--- src/rtl/sub_pipe_pkg.sv ---
// Shared widths and stage-count helpers for the chunked pipelined subtractor.
package sub_pipe_pkg;
  localparam int DEFAULT_ADDER_WIDTH = 122;
  localparam int DEFAULT_CHUNK_WIDTH = 32;

  function automatic int num_stages(input int w, input int c);
    return (w + c - 1) / c;
  endfunction

  // The top chunk takes whatever bits remain after the full-width chunks.
  function automatic int last_chunk_width(input int w, input int c);
    return w - (num_stages(w, c) - 1) * c;
  endfunction
endpackage

--- src/rtl/sub_chunk_stage.sv ---
// One registered W-bit subtract-with-borrow slice; the valid bit rides alongside the data.
module sub_chunk_stage #(
  parameter int W = 32
) (
  input  logic         clk,
  input  logic         rst,
  input  logic         valid_in,
  input  logic [W-1:0] a,
  input  logic [W-1:0] b,
  input  logic         borrow_in,
  output logic         valid_out,
  output logic [W-1:0] diff,
  output logic         borrow_out
);
  always_ff @(posedge clk) begin
    if (rst) valid_out <= 1'b0;
    else     valid_out <= valid_in;
  end

  // The extra top bit of the (W+1)-bit difference is the borrow out.
  always_ff @(posedge clk) begin
    {borrow_out, diff} <= {1'b0, a} - {1'b0, b} - {{W{1'b0}}, borrow_in};
  end
endmodule

--- src/rtl/sub_pipe_chunked.sv ---
// Pipelined wide subtractor: one borrow-chain chunk per stage, operands skewed in, results deskewed out.
module sub_pipe_chunked
  import sub_pipe_pkg::*;
#(
  parameter int ADDER_WIDTH = DEFAULT_ADDER_WIDTH,
  parameter int CHUNK_WIDTH = DEFAULT_CHUNK_WIDTH
) (
  input  logic                   clk,
  input  logic                   rst,
  input  logic                   in_valid,
  input  logic [ADDER_WIDTH-1:0] a,
  input  logic [ADDER_WIDTH-1:0] b,
  output logic                   out_valid,
  output logic [ADDER_WIDTH:0]   out_diff,
  output logic                   out_borrow
);
  localparam int NUM_STAGES = num_stages(ADDER_WIDTH, CHUNK_WIDTH);
  localparam int LAST_W     = last_chunk_width(ADDER_WIDTH, CHUNK_WIDTH);

  logic                   in_vld_q;
  logic [NUM_STAGES:0]    vld_pipe;
  logic [NUM_STAGES:0]    borrow;
  logic [ADDER_WIDTH-1:0] diff_aligned;

  always_ff @(posedge clk) begin
    if (rst) in_vld_q <= 1'b0;
    else     in_vld_q <= in_valid;
  end

  assign vld_pipe[0] = in_vld_q;
  assign borrow[0]   = 1'b0;

  for (genvar k = 0; k < NUM_STAGES; k++) begin : g_chunk
    localparam int LO  = k * CHUNK_WIDTH;
    localparam int CW  = (k == NUM_STAGES - 1) ? LAST_W : CHUNK_WIDTH;
    localparam int DSK = NUM_STAGES - 1 - k;

    logic [CW-1:0] a_skew [0:k];
    logic [CW-1:0] b_skew [0:k];
    logic [CW-1:0] stage_diff;

    // Element 0 doubles as the input register; chunk k then waits k more cycles
    // so its borrow_in from stage k-1 is ready when its operands arrive.
    always_ff @(posedge clk) begin
      a_skew[0] <= a[LO +: CW];
      b_skew[0] <= b[LO +: CW];
      for (int j = 1; j <= k; j++) begin
        a_skew[j] <= a_skew[j-1];
        b_skew[j] <= b_skew[j-1];
      end
    end

    sub_chunk_stage #(.W(CW)) u_stage (
      .clk       (clk),
      .rst       (rst),
      .valid_in  (vld_pipe[k]),
      .a         (a_skew[k]),
      .b         (b_skew[k]),
      .borrow_in (borrow[k]),
      .valid_out (vld_pipe[k+1]),
      .diff      (stage_diff),
      .borrow_out(borrow[k+1])
    );

    if (DSK == 0) begin : g_nodsk
      assign diff_aligned[LO +: CW] = stage_diff;
    end else begin : g_dsk
      logic [CW-1:0] dly [1:DSK];
      always_ff @(posedge clk) begin
        dly[1] <= stage_diff;
        for (int j = 2; j <= DSK; j++) dly[j] <= dly[j-1];
      end
      assign diff_aligned[LO +: CW] = dly[DSK];
    end
  end

  // Output holds its last result through bubbles.
  always_ff @(posedge clk) begin
    if (rst) begin
      out_valid  <= 1'b0;
      out_diff   <= '0;
      out_borrow <= 1'b0;
    end else begin
      out_valid <= vld_pipe[NUM_STAGES];
      if (vld_pipe[NUM_STAGES]) begin
        out_diff   <= {borrow[NUM_STAGES], diff_aligned};
        out_borrow <= borrow[NUM_STAGES];
      end
    end
  end
endmodule

--- config.mk ---
export PLATFORM = sky130hd
export DESIGN_NAME = sub_pipe_chunked
export DESIGN_NICKNAME = d
export VERILOG_FILES = /design/src/rtl/sub_pipe_pkg.sv /design/src/rtl/sub_chunk_stage.sv /design/src/rtl/sub_pipe_chunked.sv
export SDC_FILE = /design/constraint.sdc
export NUM_CORES = 1
export LEC_CHECK = 0
export CAP_MARGIN = 20
export CORE_MARGIN = 4
export CORE_UTILIZATION = 40
export CTS_CLUSTER_SIZE = 28
export DETAILED_ROUTE_END_ITERATION = 7
export PLACE_DENSITY = 0.61
export SLEW_MARGIN = 20
export SYNTH_ARGS = -nofsm -noshare
export SYNTH_HDL_FRONTEND = slang
export SYNTH_HIERARCHICAL = 1
export SYNTH_SLANG_ARGS = --single-unit
--- constraint.sdc ---
create_clock -name clk -period 4.4 [get_ports clk]
set_input_delay 1.1 -clock clk [delete_from_list [all_inputs] [get_ports clk]]
set_output_delay 1.1 -clock clk [all_outputs]
set_load 0.02 [all_outputs]
==> results of run 1 <==
-- placed cells by master (no fill, tap or decap), drive strengths merged, types with 5 or more instances in the layout --
cell,count
a211o,6
a211oi,9
a21boi,9
a21o,42
a21oi,118
a31oi,18
a41oi,5
and2,5
and3,14
bufinv,8
clkbuf,147
clkdlybuf4s50,370
clkinv,14
clkinvlp,8
dfxtp,1039
diode,7
fa,8
ha,236
inv,387
mux2i,123
nand2,102
nand3,31
nand4,21
nor2,182
nor2b,12
nor3,15
nor4,5
o211ai,18
o21a,17
o21ai,69
o21bai,9
o22ai,6
o31a,5
o31ai,7
or3,6
xnor2,69
xor2,46
-- report_power, final --
group	switching (µW)	total, µW	internal (µW)
clock network	3560	8820	5260
logic	1300	2370	1070
registers	367	11100	10800
-- cells by family after synthesis --
kind of cell | share of synthesized area [%]
AOI/OAI and AO/OA | 7.745
xor gates and xnor gates | 3.102
adders and majority gates | 9.587
buffers and inverters | 5.699
DFF | 64.05
muxes | 3.791
other | 0.01155
and+or+nand+nor | 6.011
-- layer usage --
| layer | track usage [%] | routed length, µm | vias to the layer above |
|---|---|---|---|
| met5 | 0 | 69 | - |
| met4 | 5.476 | 1689 | 10 |
| met3 | 4.497 | 4682 | 126 |
| met2 | 25.11 | 30480 | 472 |
| met1 | 19.07 | 29500 | 8947 |
| li1 | - | - | 9825 |
-- worst paths after layout --
path | start | endpoint | slack, ps | cells after the start
setup / recovery | g_chunk[0].u_stage/borrow_out | g_chunk[1].u_stage/diff[29] | 1500 | 10
hold / removal | g_chunk[0].g_dsk.dly[1][5] | g_chunk[0].g_dsk.dly[2][5] | 320 | 0
setup reg to reg | g_chunk[0].u_stage/borrow_out | g_chunk[1].u_stage/diff[29] | 1500 | 10
hold reg to reg | g_chunk[0].g_dsk.dly[1][5] | g_chunk[0].g_dsk.dly[2][5] | 320 | 0
-- final cells by class --
type | count | area [µm²] | area share [%]
diodes | 7 | 17.52 | 0.04308
clock buffers | 147 | 3005 | 7.391
clock inverters | 41 | 518.0 | 1.274
inverters | 376 | 1411 | 3.471
multi-input cells | 1273 | 9822 | 24.15
flip-flops and latches | 1039 | 20800 | 51.16
well taps | 1060 | 1326 | 3.262
repair buffers | 374 | 3759 | 9.243
-- critical path: cells and delay by family, from the launching register on --
kind,cells,cell delay (ps)
adder cells (fa/ha/maj),2,670
AO/OA/AOI/OAI,5,1400
XOR/XNOR,1,180
flip-flops,1,390
buffers and inverters,2,130
-- state kept, by name (all words and copies together), names as in the netlist --
signal                      cells
out_diff                      123
g_chunk.u_stage/diff          122
in_vld_q                        1
out_valid                       1
g_chunk.u_stage/borrow_out      4
g_chunk.u_stage/valid_out       4
g_chunk.b_skew                296
g_chunk.a_skew                296
g_chunk.g_dsk.dly             192
-- stage by stage --
| stage | setup WS (ps) | util (%) | power (µW) |
|---|---|---|---|
| CTS | 1490 | 50.46 | 22700 |
| global placement | 1527 | 46.09 | 13710 |
| detailed placement | 1522 | 46.09 | 13740 |
| finish | 1505 | 50.48 | 22340 |
| floorplan | 1939 | - | 12850 |
| global route | 1232 | 50.47 | 23460 |
==> impl_metrics.csv, run 1 <==
group,metric,value,unit
cts,post_cts_buffers,0,
yosys,syn_nets,3243,
sta,min_period,2895,ps
sta,period_share,65.80,%
sta,rsz0062_at_grt,"false",
cts,root_buffer,"clkbuf_16",
sta,fmax,345.4,MHz
cells_and_area,layout.cells.non_filler,4317,
placed_design,dpl_cell_area,0.03712,mm²
global_routing,grt_usage,15.24,%
power_and_ir_drop,pwr_density_cell,549.4,mW/mm²
power_and_ir_drop,leakagePower,0.01758,µW
sta,hold_ws,319.7,ps
sta,slew_headroom,32.81,%
floorplan,chipHeight,292.9,µm
yosys,synth.distinct_cells,91,
yosys,async_flop_share,0,%
yosys,synth-edff-count,0,
yosys,yosys_warnings,102,
sta,finalSetupTns,0,ps
floorplan,start_util,40.31,%
worst_setup_path,required,4910,ps
placed_design,io_buffer_count,371,
worst_setup_path,worstPathArrival,3410,ps
global_routing,overflow,0,
floorplan,io_pins,372,
cts,clk_pin_slew_worst_paths,60,ps
power_and_ir_drop,ir_worst_vdd,0.2822,mV
global_routing,grt_max_degree,76,
yosys,synth_top_area_share,64.05,%
cells_and_area,area_delta_synth_final,25.22,%
cts,numCtsBuffers,103,
routing,wl,66420,µm
yosys,syn_area,0.03247,mm²
routing,first_pass_iters,5,
floorplan,rows,104,
worst_setup_path,worst_path_largest_cell_delay,540,ps
sta,tightest_slew,1008,ps
worst_hold_path,hp-class,"reg2reg",
cells_and_area,fin_nets,3658,
yosys,syn_inst,2752,
routing,drt_iter0_markers,867,
routing,wl_per_cell,15.39,µm
cts,cts_buffer_depth,3,
floorplan,dieWidth,292.9,µm
floorplan,core,0.08055,mm²
floorplan,fp.dieArea,0.08580,mm²
routing,num_vias,19380,
cts,h-tree-depth,3,
yosys,synth_common_cells,"1,039 x dfxtp_1, 376 x inv_1, 236 x ha_1",
yosys,synthFlopType,"dfxtp_1",
cts,clock-sinks,1039,
placed_design,dp.cells,4122,
outcome,status,"finished, final reports clean",
placed_design,place_hpwl,49580,µm
worst_setup_path,path_class,"reg2reg",
cts,hold_buffers,0,
yosys,synthTopCellsByArea,"dfxtp_1 64%, ha_1 9.1%, inv_1 4.3%",
global_routing,grt_pass1_wl,105300,µm
cells_and_area,fillers,7063,
sta,skew,21.53,ps
sta,setup_viol_count_final,0,
yosys,post-synth-top-count-cell,"dfxtp_1",
worst_setup_path,path_cells,"inv_1 -> fa_1 -> inv_1 -> ha_1 -> o21ai_1 -> o2bb2ai_1 -> o311ai_2 -> a211oi_1 -> o21ai_1 -> xor2_1",
worst_setup_path,cp_slowest_cell,"a211oi_1",
routing,avgViaCountPerCell,4.489,
yosys,synth_seq_cells,1039,
global_routing,antenna_found_initial,14,
sta,drv_slew,0,
cells_and_area,postLayoutCellArea,0.04066,mm²
cts,clock_latency,640,ps
yosys,syn_area_per_cell,11.80,µm²
worst_setup_path,path_max_fanout,4,
flow_run,drv_cap,0,
cts,ctsResizeCount,0,
worst_setup_path,startpoint_type,"flip-flop",
routing,route.detailed.drc,0,
sta,hold_violations,0,
global_routing,first_global_vias,20320,
yosys,yosysTopAreaCell,"dfxtp_1",
cts,cts_tree,"done",
routing,antenna_left,0,
placed_design,gp_congestion,0.8307,
yosys,yosysSeqAreaShare,64.05,%
worst_setup_path,endpoint_kind,"flip-flop",
cells_and_area,drive_gt1_share,6.738,%
No activity file was read; power rests on OpenSTA's default activity.
==> inputs of run 2 (changes only) <==
- clock period: 4.4 -> 2.9 ns (I/O delays scaled with it)
==> impl_metrics.csv, run 2 (same netlist as run 1, synthesis figures left out) <==
group,metric,value,unit
outcome,status,"finished, final reports clean",
routing,antenna_left,0,
cells_and_area,layout.cells.non_filler,4328,
worst_hold_path,min_path_cells,0,
worst_setup_path,worstPathArrival,3280,ps
sta,setup_viol_count_final,0,
floorplan,rows,104,
cells_and_area,final_cell_mix,"1,038 x dfxtp_1, 376 x inv_1, 370 x clkdlybuf4s50_1",
sta,hold_violations,0,
routing,wl_per_cell,15.49,µm
power_and_ir_drop,intPower,26110,µW
sta,setup_slack,146.7,ps
cts,clock-sinks,1039,
placed_design,dp_slack,-40.33,ps
worst_setup_path,path_class,"reg2reg",
routing,drt_iter0_markers,925,
global_routing,grt_max_degree,79,
cells_and_area,multi_input_area,0.009877,mm²
cts,numCtsBuffers,102,
routing,first_pass_iters,5,
cts,cts_buffer_depth,3,
sta,fmax,363.2,MHz
cells_and_area,mostFrequentLayoutCell,"dfxtp_1",
routing,route.detailed.drc,0,
worst_setup_path,r2r_cells,11,
global_routing,overflow,0,
placed_design,dpl_cell_area,0.03722,mm²
cts,root_buffer,"clkbuf_16",
cells_and_area,postLayoutCellArea,0.04089,mm²
sta,tightest_slew,624.2,ps
sta,drv_slew,0,
floorplan,dieWidth,292.9,µm
worst_setup_path,required,3420,ps
power_and_ir_drop,ir_worst_vdd,0.4798,mV
worst_setup_path,cp_slowest_cell,"a311o_1",
worst_hold_path,worstHoldStart,"g_chunk[0].g_dsk.dly[2][3]",
worst_setup_path,path_max_fanout,6,
cells_and_area,largestRegisters,"g_chunk.a_skew x296, g_chunk.b_skew x296, g_chunk.g_dsk.dly x192",
cts,h-tree-depth,3,
sta,skew,42.61,ps
routing,avgViaCountPerCell,4.509,
placed_design,io_buffer_count,371,
power_and_ir_drop,pwr_density_cell,835.7,mW/mm²
power_and_ir_drop,clkPwrFrac,39.8,%
worst_setup_path,r2r-end,"g_chunk[0].u_stage/diff[26]",
global_routing,grt_usage,15.50,%
routing,wl,67060,µm
placed_design,gp_congestion,0.8388,
cts,cts_tree,"done",
worst_setup_path,path_cells,"inv_1 -> ha_1 -> inv_1 -> ha_1 -> a211oi_1 -> o211ai_1 -> and3_1 -> a311o_1 -> a21boi_1 -> o31ai_1 -> xor2_1",
floorplan,io_pins,372,
cells_and_area,fillers,7082,
floorplan,core,0.08055,mm²
placed_design,place_hpwl,50300,µm
worst_setup_path,r2r_start,"g_chunk[0].a_skew[0][7]",
cells_and_area,regArea,0.02080,mm²
worst_hold_path,hp-class,"reg2reg",
floorplan,fp.dieArea,0.08580,mm²
placed_design,dp.cells,4132,
sta,hold_ws,304.5,ps
power_and_ir_drop,total_power,34170,µW
worst_setup_path,r2r_slack,150,ps
floorplan,start_util,40.31,%
power_and_ir_drop,sequentialPowerShare,49.5,%
sta,min_period,2753,ps
worst_hold_path,hold_end,"g_chunk[0].g_dsk.dly[3][3]",
sta,slew_headroom,58.00,%
power_and_ir_drop,combPwrFrac,10.7,%
cells_and_area,drive_gt1_share,7.692,%
cts,clock_latency,660,ps
power_and_ir_drop,leakagePower,0.01770,µW
sta,rsz0062_at_grt,"false",
worst_setup_path,endpoint_kind,"flip-flop",
flow_run,drv_cap,0,
floorplan,chipHeight,292.9,µm
worst_setup_path,worst_path_largest_cell_delay,380,ps
routing,num_vias,19510,
cells_and_area,area_delta_synth_final,25.92,%
global_routing,first_global_vias,20530,
global_routing,antenna_found_initial,12,
cts,clk_pin_slew_worst_paths,70,ps
power_and_ir_drop,swShare,23.59,%
cts,hold_buffers,0,
global_routing,grt_pass1_wl,107400,µm
power_and_ir_drop,power.switching,8062,µW
sta,period_share,94.94,%
cells_and_area,fin_nets,3669,
worst_setup_path,startpoint_type,"flip-flop",
[run 2: cell count changes in the layout (fill, tap and decap cells not counted), moves of 2 or more]
cell	before	now
clkinv_2	10	16
a41oi_1	5	3
inv_16	3	1
clkinv_4	4	8
a41oi_2	0	2
diode_2	7	5
bufinv_16	8	10
buf_4	2	12
clkbuf_1	20	11
buf_12	2	4
o21ai_2	2	4
[run 2: critical path, delay by kind of cell, from the launching register on]
| kind | cells | cell delay [ps] |
|---|---|---|
| AOI/OAI and AO/OA | 5 | 1210 |
| xor gates and xnor gates | 1 | 150 |
| adders and majority gates | 2 | 640 |
| buffers and inverters | 2 | 80 |
| DFF | 1 | 310 |
| and+or+nand+nor | 1 | 240 |
[run 2: timing repair]
action	CTS	global route
resized for setup	2	9
endpoints found under the setup margin	3	11
pin swaps	0	2
setup buffers	0	2
[run 2: routing by layer]
layer  vias to the layer above  global-route usage (%)  routed length (µm)
met5                         -                       0                  55
met4                         8                   4.704                1657
met3                       126                   4.278                4009
met2                       441                   25.78               31330
met1                      9085                   19.70               30000
li1                       9853                       -                   -
[run 2: final cells by class]
cell class | instances | area share (%)
diodes | 5 | 0.03060
clock buffers | 137 | 7.206
clock inverters | 52 | 1.564
inverters | 376 | 3.452
multi-input cells | 1273 | 24.15
flip-flops and latches | 1039 | 50.88
well taps | 1060 | 3.243
repair buffers | 386 | 9.473
[run 2: power by group through the flow]
stage	registers, µW	clock network [µW]	logic [µW]
detailed placement	17300	0	3610
global placement	17200	0	3590
finish	16900	13600	3660
CTS	17000	14100	3650
floorplan	17000	0	2500
global route	17100	14600	4090
[run 2: metrics by stage]
step                      TNS [ps]  util [%]
after floorplan                  0         -
after global placement      -13.93     46.21
after detailed placement    -74.90     46.21
after CTS                        0     50.67
after global routing             0     50.75
final                            0     50.77
[run 2: how the worst max path moves through the flow]
stage                                  startpoint                            end  slack, ps
floorplan                 g_chunk[3].b_skew[3][0]    g_chunk[3].u_stage/diff[15]        440
CTS                 g_chunk[0].u_stage/borrow_out  g_chunk[1].u_stage/borrow_out         80
finish                    g_chunk[0].a_skew[0][7]    g_chunk[0].u_stage/diff[26]        150
global placement    g_chunk[0].u_stage/borrow_out    g_chunk[1].u_stage/diff[29]         -7
detailed placement  g_chunk[0].u_stage/borrow_out    g_chunk[1].u_stage/diff[25]        -40
global route              g_chunk[3].a_skew[3][9]  g_chunk[3].u_stage/borrow_out        0.3
